## src/rtl/mem_access_ctrl.sv

```systemverilog
// mem_access_ctrl
//   Multi-cycle MEM-stage access controller driving an SRAM-like
//   request/response bus (req / addr_ok / data_ok). Performs byte-lane
//   steering, write-strobe generation, load sign/zero extension and
//   alignment-exception detection. Keeps the pipeline stalled while a
//   transaction is outstanding and drains accepted transactions on flush.
//
// Ports
//   clk_i, rst_i              clock, synchronous active-high reset
//   valid_i, we_i, size_i     access request: valid, store/load, size (0..3)
//   sext_i                    sign-extend load result
//   addr_i, wdata_i           byte address, right-aligned store data
//   exc_i, flush_i            earlier exception pending, pipeline flush
//   stall_o, done_o           hold pipeline, one-cycle completion pulse
//   rdata_o                   extended load result (held until next load)
//   adel_o, ades_o            load / store address-error flags
//   bus_req_o .. bus_wdata_o  registered bus request fields
//   bus_addr_ok_i             request accepted this cycle
//   bus_data_ok_i             read data valid / write completed
//   bus_rdata_i               raw read data
module mem_access_ctrl #(
    parameter int DATA_W = 32,
    parameter int ADDR_W = 32
) (
    input  logic                  clk_i,
    input  logic                  rst_i,
    input  logic                  valid_i,
    input  logic                  we_i,
    input  logic [1:0]            size_i,
    input  logic                  sext_i,
    input  logic [ADDR_W-1:0]     addr_i,
    input  logic [DATA_W-1:0]     wdata_i,
    input  logic                  exc_i,
    input  logic                  flush_i,
    output logic                  stall_o,
    output logic                  done_o,
    output logic [DATA_W-1:0]     rdata_o,
    output logic                  adel_o,
    output logic                  ades_o,
    output logic                  bus_req_o,
    output logic                  bus_wr_o,
    output logic [1:0]            bus_size_o,
    output logic [ADDR_W-1:0]     bus_addr_o,
    output logic [DATA_W/8-1:0]   bus_wstrb_o,
    output logic [DATA_W-1:0]     bus_wdata_o,
    input  logic                  bus_addr_ok_i,
    input  logic                  bus_data_ok_i,
    input  logic [DATA_W-1:0]     bus_rdata_i
);

    localparam int STRB_W = DATA_W / 8;
    localparam int LANE_W = $clog2(STRB_W);

    typedef enum logic [2:0] {
        S_IDLE  = 3'd0,
        S_REQ   = 3'd1,
        S_WAIT  = 3'd2,
        S_DRAIN = 3'd3,
        S_DONE  = 3'd4
    } state_t;

    state_t              state_r;
    state_t              state_next_s;

    logic [LANE_W-1:0]   lane_s;
    logic                misaligned_s;
    logic                legal_s;
    int                  lane_int_s;
    int                  nbytes_s;
    logic [STRB_W-1:0]   wstrb_s;
    logic [DATA_W-1:0]   wdata_rep_s;

    logic                bus_req_r;
    logic                done_r;
    logic [DATA_W-1:0]   rdata_r;
    logic                bus_wr_r;
    logic [1:0]          bus_size_r;
    logic [ADDR_W-1:0]   bus_addr_r;
    logic [STRB_W-1:0]   bus_wstrb_r;
    logic [DATA_W-1:0]   bus_wdata_r;
    logic                sext_r;
    logic [LANE_W-1:0]   lane_r;

    logic [DATA_W-1:0]   shifted_s;
    logic [DATA_W-1:0]   load_ext_s;
    logic                sign_bit_s;
    int                  nbits_s;

    assign lane_s     = addr_i[LANE_W-1:0];
    assign lane_int_s = int'(lane_s);
    assign nbytes_s   = int'(32'd1 << size_i);

    // Alignment check; a dword access on a 32-bit bus is always illegal.
    always_comb begin
        misaligned_s = 1'b0;
        case (size_i)
            2'd0:    misaligned_s = 1'b0;
            2'd1:    misaligned_s = lane_s[0];
            2'd2:    misaligned_s = (lane_s[1:0] != 2'b00);
            2'd3:    misaligned_s = (DATA_W == 32'sd32) ? 1'b1 : (lane_s != {LANE_W{1'b0}});
            default: misaligned_s = 1'b1;
        endcase
    end

    assign adel_o  = valid_i & ~we_i & misaligned_s & ~exc_i;
    assign ades_o  = valid_i &  we_i & misaligned_s & ~exc_i;
    assign legal_s = valid_i & ~exc_i & ~misaligned_s & ~flush_i;

    // Byte strobes: a run of 2^size ones starting at the lane; none for loads.
    always_comb begin
        wstrb_s = {STRB_W{1'b0}};
        for (int b = 0; b < STRB_W; b++) begin
            if (we_i && (b >= lane_int_s) && (b < lane_int_s + nbytes_s)) begin
                wstrb_s[b] = 1'b1;
            end else begin
                wstrb_s[b] = 1'b0;
            end
        end
    end

    // Store data replicated across every lane group of the access size.
    always_comb begin
        wdata_rep_s = wdata_i;
        case (size_i)
            2'd0:    wdata_rep_s = {STRB_W{wdata_i[7:0]}};
            2'd1:    wdata_rep_s = {(STRB_W / 2){wdata_i[15:0]}};
            2'd2:    wdata_rep_s = {(STRB_W / 4){wdata_i[31:0]}};
            default: wdata_rep_s = wdata_i;
        endcase
    end

    // Load extraction uses the fields captured at issue, not the live inputs.
    always_comb begin
        shifted_s  = bus_rdata_i >> {lane_r, 3'b000};
        nbits_s    = int'(32'd8 << bus_size_r);
        sign_bit_s = 1'b0;
        case (bus_size_r)
            2'd0:    sign_bit_s = shifted_s[7];
            2'd1:    sign_bit_s = shifted_s[15];
            2'd2:    sign_bit_s = shifted_s[31];
            default: sign_bit_s = shifted_s[DATA_W-1];
        endcase
        load_ext_s = shifted_s;
        for (int i = 0; i < DATA_W; i++) begin
            if (i >= nbits_s) begin
                load_ext_s[i] = sext_r & sign_bit_s;
            end else begin
                load_ext_s[i] = shifted_s[i];
            end
        end
    end

    // Next-state logic. A flush after the slave accepted the request must
    // still consume the pending data_ok, hence DRAIN rather than IDLE.
    always_comb begin
        state_next_s = state_r;
        case (state_r)
            S_IDLE: begin
                if (legal_s) begin
                    state_next_s = S_REQ;
                end else begin
                    state_next_s = S_IDLE;
                end
            end
            S_REQ: begin
                if (bus_addr_ok_i) begin
                    if (bus_data_ok_i) begin
                        state_next_s = flush_i ? S_IDLE : S_DONE;
                    end else begin
                        state_next_s = flush_i ? S_DRAIN : S_WAIT;
                    end
                end else if (flush_i) begin
                    state_next_s = S_IDLE;
                end else begin
                    state_next_s = S_REQ;
                end
            end
            S_WAIT: begin
                if (bus_data_ok_i) begin
                    state_next_s = flush_i ? S_IDLE : S_DONE;
                end else if (flush_i) begin
                    state_next_s = S_DRAIN;
                end else begin
                    state_next_s = S_WAIT;
                end
            end
            S_DRAIN: begin
                if (bus_data_ok_i) begin
                    state_next_s = S_IDLE;
                end else begin
                    state_next_s = S_DRAIN;
                end
            end
            S_DONE:  state_next_s = S_IDLE;
            default: state_next_s = S_IDLE;
        endcase
    end

    // State register.
    always_ff @(posedge clk_i) begin
        if (rst_i) begin
            state_r <= S_IDLE;
        end else begin
            state_r <= state_next_s;
        end
    end

    // Registered request/done flags and load result.
    always_ff @(posedge clk_i) begin
        if (rst_i) begin
            bus_req_r <= 1'b0;
            done_r    <= 1'b0;
            rdata_r   <= {DATA_W{1'b0}};
        end else begin
            bus_req_r <= (state_next_s == S_REQ);
            done_r    <= (state_next_s == S_DONE);
            if ((state_next_s == S_DONE) && !bus_wr_r) begin
                rdata_r <= load_ext_s;
            end else begin
                rdata_r <= rdata_r;
            end
        end
    end

    // Bus fields are captured once at issue and held stable while in flight.
    always_ff @(posedge clk_i) begin
        if (rst_i) begin
            bus_wr_r    <= 1'b0;
            bus_size_r  <= 2'd0;
            bus_addr_r  <= {ADDR_W{1'b0}};
            bus_wstrb_r <= {STRB_W{1'b0}};
            bus_wdata_r <= {DATA_W{1'b0}};
            sext_r      <= 1'b0;
            lane_r      <= {LANE_W{1'b0}};
        end else if ((state_r == S_IDLE) && legal_s) begin
            bus_wr_r    <= we_i;
            bus_size_r  <= size_i;
            bus_addr_r  <= addr_i;
            bus_wstrb_r <= wstrb_s;
            bus_wdata_r <= wdata_rep_s;
            sext_r      <= sext_i;
            lane_r      <= lane_s;
        end else begin
            bus_wr_r    <= bus_wr_r;
            bus_size_r  <= bus_size_r;
            bus_addr_r  <= bus_addr_r;
            bus_wstrb_r <= bus_wstrb_r;
            bus_wdata_r <= bus_wdata_r;
            sext_r      <= sext_r;
            lane_r      <= lane_r;
        end
    end

    // DONE releases the stall so the completing instruction advances.
    assign stall_o     = (legal_s && (state_r != S_DONE)) || (state_r == S_DRAIN);
    assign done_o      = done_r;
    assign rdata_o     = rdata_r;
    assign bus_req_o   = bus_req_r;
    assign bus_wr_o    = bus_wr_r;
    assign bus_size_o  = bus_size_r;
    assign bus_addr_o  = bus_addr_r;
    assign bus_wstrb_o = bus_wstrb_r;
    assign bus_wdata_o = bus_wdata_r;

endmodule

```

## config.mk

```make
export PLATFORM = sky130hd
export DESIGN_NAME = mem_access_ctrl
export DESIGN_NICKNAME = d
export VERILOG_FILES = /design/src/rtl/mem_access_ctrl.sv
export SDC_FILE = /design/constraint.sdc
export NUM_CORES = 1
export LEC_CHECK = 0
export BUFFER_PORTS_ARGS = -buffer_cell sky130_fd_sc_hd__clkbuf_2
export CAP_MARGIN = 10
export CORE_MARGIN = 1.5
export CORE_UTILIZATION = 52
export DETAILED_ROUTE_END_ITERATION = 6
export HOLD_SLACK_MARGIN = 0.08
export PLACE_DENSITY_LB_ADDON = 0.12
export RECOVER_POWER = 25
export SLEW_MARGIN = 40
export SYNTH_ARGS = -nofsm -noshare
export SYNTH_HDL_FRONTEND = slang
export SYNTH_SLANG_ARGS = --single-unit
```

## constraint.sdc

```tcl
create_clock -name clk_i -period 4.7 [get_ports clk_i]
set_clock_uncertainty 0.15 [all_clocks]
set_input_delay 0.235 -clock clk_i [delete_from_list [all_inputs] [get_ports clk_i]]
set_output_delay 0.235 -clock clk_i [all_outputs]
set_load 0.1 [all_outputs]
```

==> flow_metrics.env, run 1 <==
export IMPL_synth_simple_gate_area_share_pct=21.06
export IMPL_grt_pass1_vias=5335
export IMPL_cts_tree="yes"
export IMPL_port_buffers=214
export IMPL_switchingPower_uw=583.1
export IMPL_p_leak_nw=2.704
export IMPL_syn_area_um2=5026
export IMPL_hpwl_mm=10.24
export IMPL_die_y_um=101.3
export IMPL_required_ns=4.85
export IMPL_finalCritPeriodShare_pct=61.33
export IMPL_clkSinkCount=109
export IMPL_antenna_found_initial=0
export IMPL_ys_seq_elements=109
export IMPL_seqPwrFrac_pct=51.8
export IMPL_synth_top_area_share_pct=43.42
export IMPL_synth_ff_type="dfxtp_1"
export IMPL_fin_nets=981
export IMPL_netlist_top_cells_area="dfxtp_1, nand2_1, a21oi_1"
export IMPL_crit_type="input pin to register"
export IMPL_n_antenna_cell=0
export IMPL_synth_compound_area_share_pct=20.04
export IMPL_met3_usage_pct=7.177
export IMPL_outcome="finished, final reports clean"
export IMPL_synth_area_leader_cell="dfxtp_1"
export IMPL_cp_arrival_ns=3.04
export IMPL_switching_share_pct=31.71
export IMPL_busiest_layer="met2"
export IMPL_cts_setup_buffers=0
export IMPL_hp_class="input pin to register"
export IMPL_synthArstFlopShare_pct=0
export IMPL_syn_to_final_growth_pct=36.77
export IMPL_clock_root_buffer="clkbuf_8"
export IMPL_synth_top_family_by_area="simple AND/OR/NAND/NOR gates"
export IMPL_synth_fa_ha_area_share_pct=0.8962
export IMPL_drt_iter0_markers=267
export IMPL_drc=0
export IMPL_die_area_um2=10260
export IMPL_p_comb_share_pct=20.3
export IMPL_start_kind="input pin"
export IMPL_maxCapViolCount=0
export IMPL_synthesis_nets=728
export IMPL_io_pins=215
export IMPL_grtUsageMet2_pct=53.74
export IMPL_avgRoutedWirePerCell_um=15.66
export IMPL_worstMarginPinSlew_ns=1.225
export IMPL_synth_xor_area_share_pct=0.1743
export IMPL_fin_crit_ns=2.882
export IMPL_grt_pass1_wl_mm=24.96
export IMPL_syn_mean_instance_area_um2=8.133
export IMPL_gp_congestion=0.8630
export IMPL_stdcell_count=1005
export IMPL_dp_cells=916
export IMPL_power_density_nw_per_um2=267.5
export IMPL_path_clk_slew_ns=0.10
export IMPL_track_usage_pct=30.49
export IMPL_cts_buffers=9
export IMPL_synth_cell_types=42
export IMPL_ys_seq_area_share_pct=43.42
export IMPL_cp_max_fo=54
export IMPL_die_width_um=101.3
export IMPL_finalSetupViolations=0
export IMPL_clock_latency_ns=0.36
export IMPL_initial_core_util_pct=54.14
export IMPL_viasPerCell=5.433
export IMPL_htree_levels=3
export IMPL_synth_edf_count=0
export IMPL_p_int_mw=1.256
export IMPL_clkPwrFrac_pct=27.9
export IMPL_grt_max_degree=109
export IMPL_critPathCaptureType="register"
export IMPL_setup_tns_final_ns=0
export IMPL_syn_inst=618
export IMPL_fp_row_count=35
export IMPL_synth_warnings=0
export IMPL_core_area_um2=9284
export IMPL_vias=5460
export IMPL_slew_headroom_pct=18.71
export IMPL_fin_area_um2=6874
export IMPL_finalMaxSlewViolations=0
export IMPL_rsz0062_at_grt="false"
export IMPL_synth_mux_area_share_pct=8.116
export IMPL_drive_gt1_share_pct=23.74
export IMPL_placed_cell_area_um2=6041
export IMPL_clockBufferDepth=2
export IMPL_drtPass1Iterations=5
export IMPL_hold_violations=0
export IMPL_ir_worst_vdd_mv=0.1754
export IMPL_fmax_mhz=346.9
export IMPL_ant_nets=0
export IMPL_drt_wl_total_mm=15.74
export IMPL_grt_overflow=0
export IMPL_met1_usage_pct=34.84
export IMPL_postLayoutCoreUtil_pct=74.04
## Yosys cell counts (3+ instances only)
| master | n |
|---|---|
| a211oi_1 | 32 |
| nand3_1 | 5 |
| mux2_2 | 14 |
| mux2i_1 | 25 |
| a311oi_1 | 9 |
| o211ai_1 | 11 |
| nor2_1 | 52 |
| buf_4 | 5 |
| buf_6 | 8 |
| a21oi_1 | 71 |
| nor2b_1 | 6 |
| dfxtp_1 | 109 |
| nand2b_1 | 4 |
| inv_1 | 7 |
| clkbuf_1 | 17 |
| nand2_1 | 160 |
| nor3_1 | 3 |
| and2_1 | 7 |
| o21ai_0 | 27 |
| buf_2 | 17 |
## what timing repair did
| item | 4_1_cts | 5_1_grt |
|---|---|---|
| resized for setup | 0 | 0 |
| hold buffers | 73 | 0 |
| endpoints found under the hold margin | 73 | 0 |
## cells by family after synthesis
logic type      count (synthesis)
compound gates                160
simple gates                  249
fa+ha+maj                       3
flops                         109
xor+xnor                        1
buf+inv                        57
mux                            39
## metrics by stage
stage / worst slack [ns] / power (mW) / hold slack (ns)
6_report: 1.818 / 1.839 / 0.08837
5_1_grt: 1.604 / 1.904 / 0.1210
4_1_cts: 1.911 / 1.842 / 0.08399
3_3_place_gp: 1.694 / 1.287 / 0.2913
3_5_place_dp: 1.612 / 1.294 / 0.2983
2_1_floorplan: 0.5762 / 1.200 / 0.1637
## area by class of cell
| class | count | area [um2] |
|---|---|---|
| multi-input cells | 452 | 2542 |
| fillers | 747 | 2410 |
| flip-flops and latches | 109 | 2183 |
| repair buffers | 292 | 1794 |
| well taps | 129 | 161.4 |
| clock buffers | 10 | 127.6 |
| clock inverters | 6 | 38.79 |
| inverters | 7 | 26.28 |
## cell usage in the layout, fill, tap and decap left out, drive strengths merged, types with 3 or more instances in the layout
cell / instances
clkbuf: 223
nand2: 160
dfxtp: 109
dlygate4sd3: 73
a21oi: 71
nor2: 52
a211oi: 32
o21ai: 27
mux2i: 25
mux2: 14
o211ai: 11
a311oi: 9
inv: 8
and2: 7
nor2b: 6
buf: 6
nand3: 5
nand2b: 4
nor3: 3
clkinv: 3
nor4b: 3
## critical path, cell delays in order
cell and delay (ns):
dlygate4sd3_1 0.54, clkbuf_2 0.16, nor3_1 0.37, o211a_4 0.49
buf_12 0.29, nor2_1 0.06, a311oi_1 0.25, dlygate4sd3_1 0.59
## state kept, by name, indices dropped and copies added, names as in the netlist, 2 cells and up
register and flops:
bus_addr_o 32, bus_size_o 2, bus_wdata_o 32, bus_wstrb_o 4, rdata_o 32, state_r 3
## routing by layer
metal | up-vias | part of all wire (%)
met4 | 0 | 3.2
met3 | 46 | 7.9
met1 | 2529 | 39
li1 | 2614 | -
met2 | 271 | 50
met5 | - | 0
## power groups by stage
stage / sequential (mW) / clock [mW] / combinational, mW
after detailed placement: 0.973 / 0 / 0.322
after global placement: 0.972 / 0 / 0.315
after CTS: 0.952 / 0.522 / 0.369
final: 0.952 / 0.514 / 0.373
after global routing: 0.954 / 0.555 / 0.395
after floorplan: 1.09 / 0 / 0.111
## path summary, 6_finish.rpt
kind	from	to	slack, ns	cells after the start
setup / recovery	addr_i[0]	bus_wdata_o[9]	1.82	8
hold / removal	wdata_i[29]	bus_wdata_o[29]	0.09	5
setup reg to reg	state_r[1]	bus_wdata_o[9]	2.02	6
hold reg to reg	bus_addr_o[11]	bus_addr_o[11]	0.31	2
Note: power is estimated with default switching activity, not from simulation.
==> inputs of run 2 (changes only) <==
- CORE_UTILIZATION: 52 -> 48
- clock period: 4.7 -> 2.8 ns (I/O delays scaled with it)
==> flow_metrics.env, run 2 (same netlist as run 1, synthesis figures left out) <==
export IMPL_outcome="finished, final reports clean"
export IMPL_crit_reg2reg_capture="bus_wdata_o[15]"
export IMPL_hold_violations=0
export IMPL_drc=0
export IMPL_critPathBufInv=4
export IMPL_syn_to_final_growth_pct=40.98
export IMPL_cts_tree="yes"
export IMPL_finalCritPeriodShare_pct=94.08
export IMPL_crit_chain="dlygate4sd3_1 -> clkbuf_2 -> nor3b_4 -> o211a_4 -> buf_12 -> nor2_1 -> a311oi_1 -> dlygate4sd3_1"
export IMPL_drive_gt1_share_pct=24.16
export IMPL_port_buffers=214
export IMPL_p_leak_nw=2.791
export IMPL_whs_endpoint="rdata_o[4]"
export IMPL_grt_pass1_vias=5251
export IMPL_path_clk_slew_ns=0.11
export IMPL_path_delay_family="buffers and inverters"
export IMPL_finalMaxSlewViolations=0
export IMPL_die_width_um=105.3
export IMPL_worstMarginPinSlew_ns=1.250
export IMPL_cp_max_fo=50
export IMPL_hp_start="bus_rdata_i[4]"
export IMPL_htree_levels=3
export IMPL_grt_overflow=0
export IMPL_report_power_total_mw=3.169
export IMPL_rsz0062_at_grt="false"
export IMPL_max_stage_delay_ns=0.58
export IMPL_cts_buffers=9
export IMPL_ir_worst_vdd_mv=0.3215
export IMPL_cp_slowest_cell="dlygate4sd3_1"
export IMPL_fin_ws_ns=0.1658
export IMPL_maxCapViolCount=0
export IMPL_crit_type="input pin to register"
export IMPL_cts_setup_buffers=0
export IMPL_io_pins=215
export IMPL_fmax_mhz=379.6
export IMPL_post_place_ws_ns=0.6376
export IMPL_drt_wl_total_mm=16.06
export IMPL_avgRoutedWirePerCell_um=15.60
export IMPL_n_antenna_cell=0
export IMPL_die_area_um2=11090
export IMPL_r2r_start="state_r[2]"
export IMPL_crit_cells=8
export IMPL_required_ns=2.97
export IMPL_initial_core_util_pct=49.13
export IMPL_setup_tns_final_ns=0
export IMPL_viasPerCell=5.253
export IMPL_r2r_slack_ns=0.23
export IMPL_drt_iter0_markers=243
export IMPL_grt_max_degree=63
export IMPL_crit_top_cell="dlygate4sd3_1"
export IMPL_finalSetupViolations=0
export IMPL_fin_nets=999
export IMPL_vias=5411
export IMPL_hp_class="input pin to register"
export IMPL_most_common_layout_cells="nand2_1, clkbuf_2, dfxtp_1"
export IMPL_hpwl_mm=10.37
export IMPL_die_y_um=105.3
export IMPL_holdPathStages=4
export IMPL_power_density_nw_per_um2=447.2
export IMPL_fin_crit_ns=2.634
export IMPL_ant_nets=0
export IMPL_drtPass1Iterations=4
export IMPL_clockBufferDepth=2
export IMPL_clock_latency_ns=0.37
export IMPL_track_usage_pct=27.95
export IMPL_start_kind="input pin"
export IMPL_grt_pass1_wl_mm=24.97
export IMPL_fp_row_count=37
export IMPL_critPathCaptureType="register"
export IMPL_gp_congestion=0.8611
export IMPL_core_area_um2=10230
export IMPL_slew_headroom_pct=17.00
export IMPL_antenna_found_initial=0
export IMPL_clkSinkCount=109
export IMPL_cp_arrival_ns=2.80
export IMPL_clock_root_buffer="clkbuf_8"
export IMPL_reg2reg_depth=6
[run 2: changes by cell type in the layout (fill, tap and decap cells not counted), sizes merged]
cell and delta:
clkbuf +1, clkinv -2, dlygate4sd3 +12, inv +2
buf +5, clkinvlp -1, o211a +1
[run 2: worst register-to-register path, delay by kind of cell, from the launching register on]
family | cells | cell delay, ns
flops | 1 | 0.40
buf+inv | 2 | 0.86
compound gates | 2 | 0.63
simple gates | 2 | 0.48
[run 2: cell type report]
type | count | area [um2]
fill | 892 | 3146
multi-input combinational | 453 | 2577
sequential | 109 | 2182
timing repair buffer | 309 | 1946
tap | 136 | 170.2
clock buffer | 11 | 141.4
clock inverter | 5 | 42.54
inverter | 7 | 26.28
[run 2: per-stage QoR]
step,area [um2],instances,utilization [%],hold slack (ns)
6_report,7086,1030,69.26,0.08268
5_1_grt,7086,1030,69.26,0.09450
4_1_cts,7122,1029,69.61,0.08327
3_5_place_dp,6087,928,59.50,0.2218
3_3_place_gp,6087,928,59.50,0.2132
2_1_floorplan,5039,618,-,0.06866
[run 2: what timing repair did]
action                                 CTS  global route
hold buffers                            85             0
setup endpoints to repair                0             1
resized for setup                        0             4
endpoints found under the hold margin   85             0
[run 2: how the worst max path moves through the flow]
| stage | start | endpoint | slack [ns] |
|---|---|---|---|
| 2_1_floorplan | addr_i[0] | ades_o | 0.25 |
| 3_3_place_gp | size_i[0] | bus_wstrb_o[0] | 0.62 |
| 3_5_place_dp | size_i[1] | bus_wdata_o[15] | 0.64 |
| 4_1_cts | addr_i[0] | bus_wdata_o[15] | 0.05 |
| 5_1_grt | addr_i[0] | bus_wdata_o[15] | 0.08 |
| 6_report | flush_i | bus_wdata_o[15] | 0.17 |
[run 2: per-layer routing]
metal / vias up / wire length, um / track usage [%]
met5: - / 0 / 0
li1: 2668 / - / -
met4: 0 / 258 / 8.513
met1: 2513 / 6958 / 33.60
met2: 209 / 7838 / 50.09
met3: 21 / 1007 / 5.504
[run 2: power breakdown]
group	internal [mW]	switching (mW)	total, mW
combinational	0.222	0.431	0.652
clock	0.361	0.559	0.920
sequential	1.58	0.0180	1.60
total	2.16	1.01	3.17
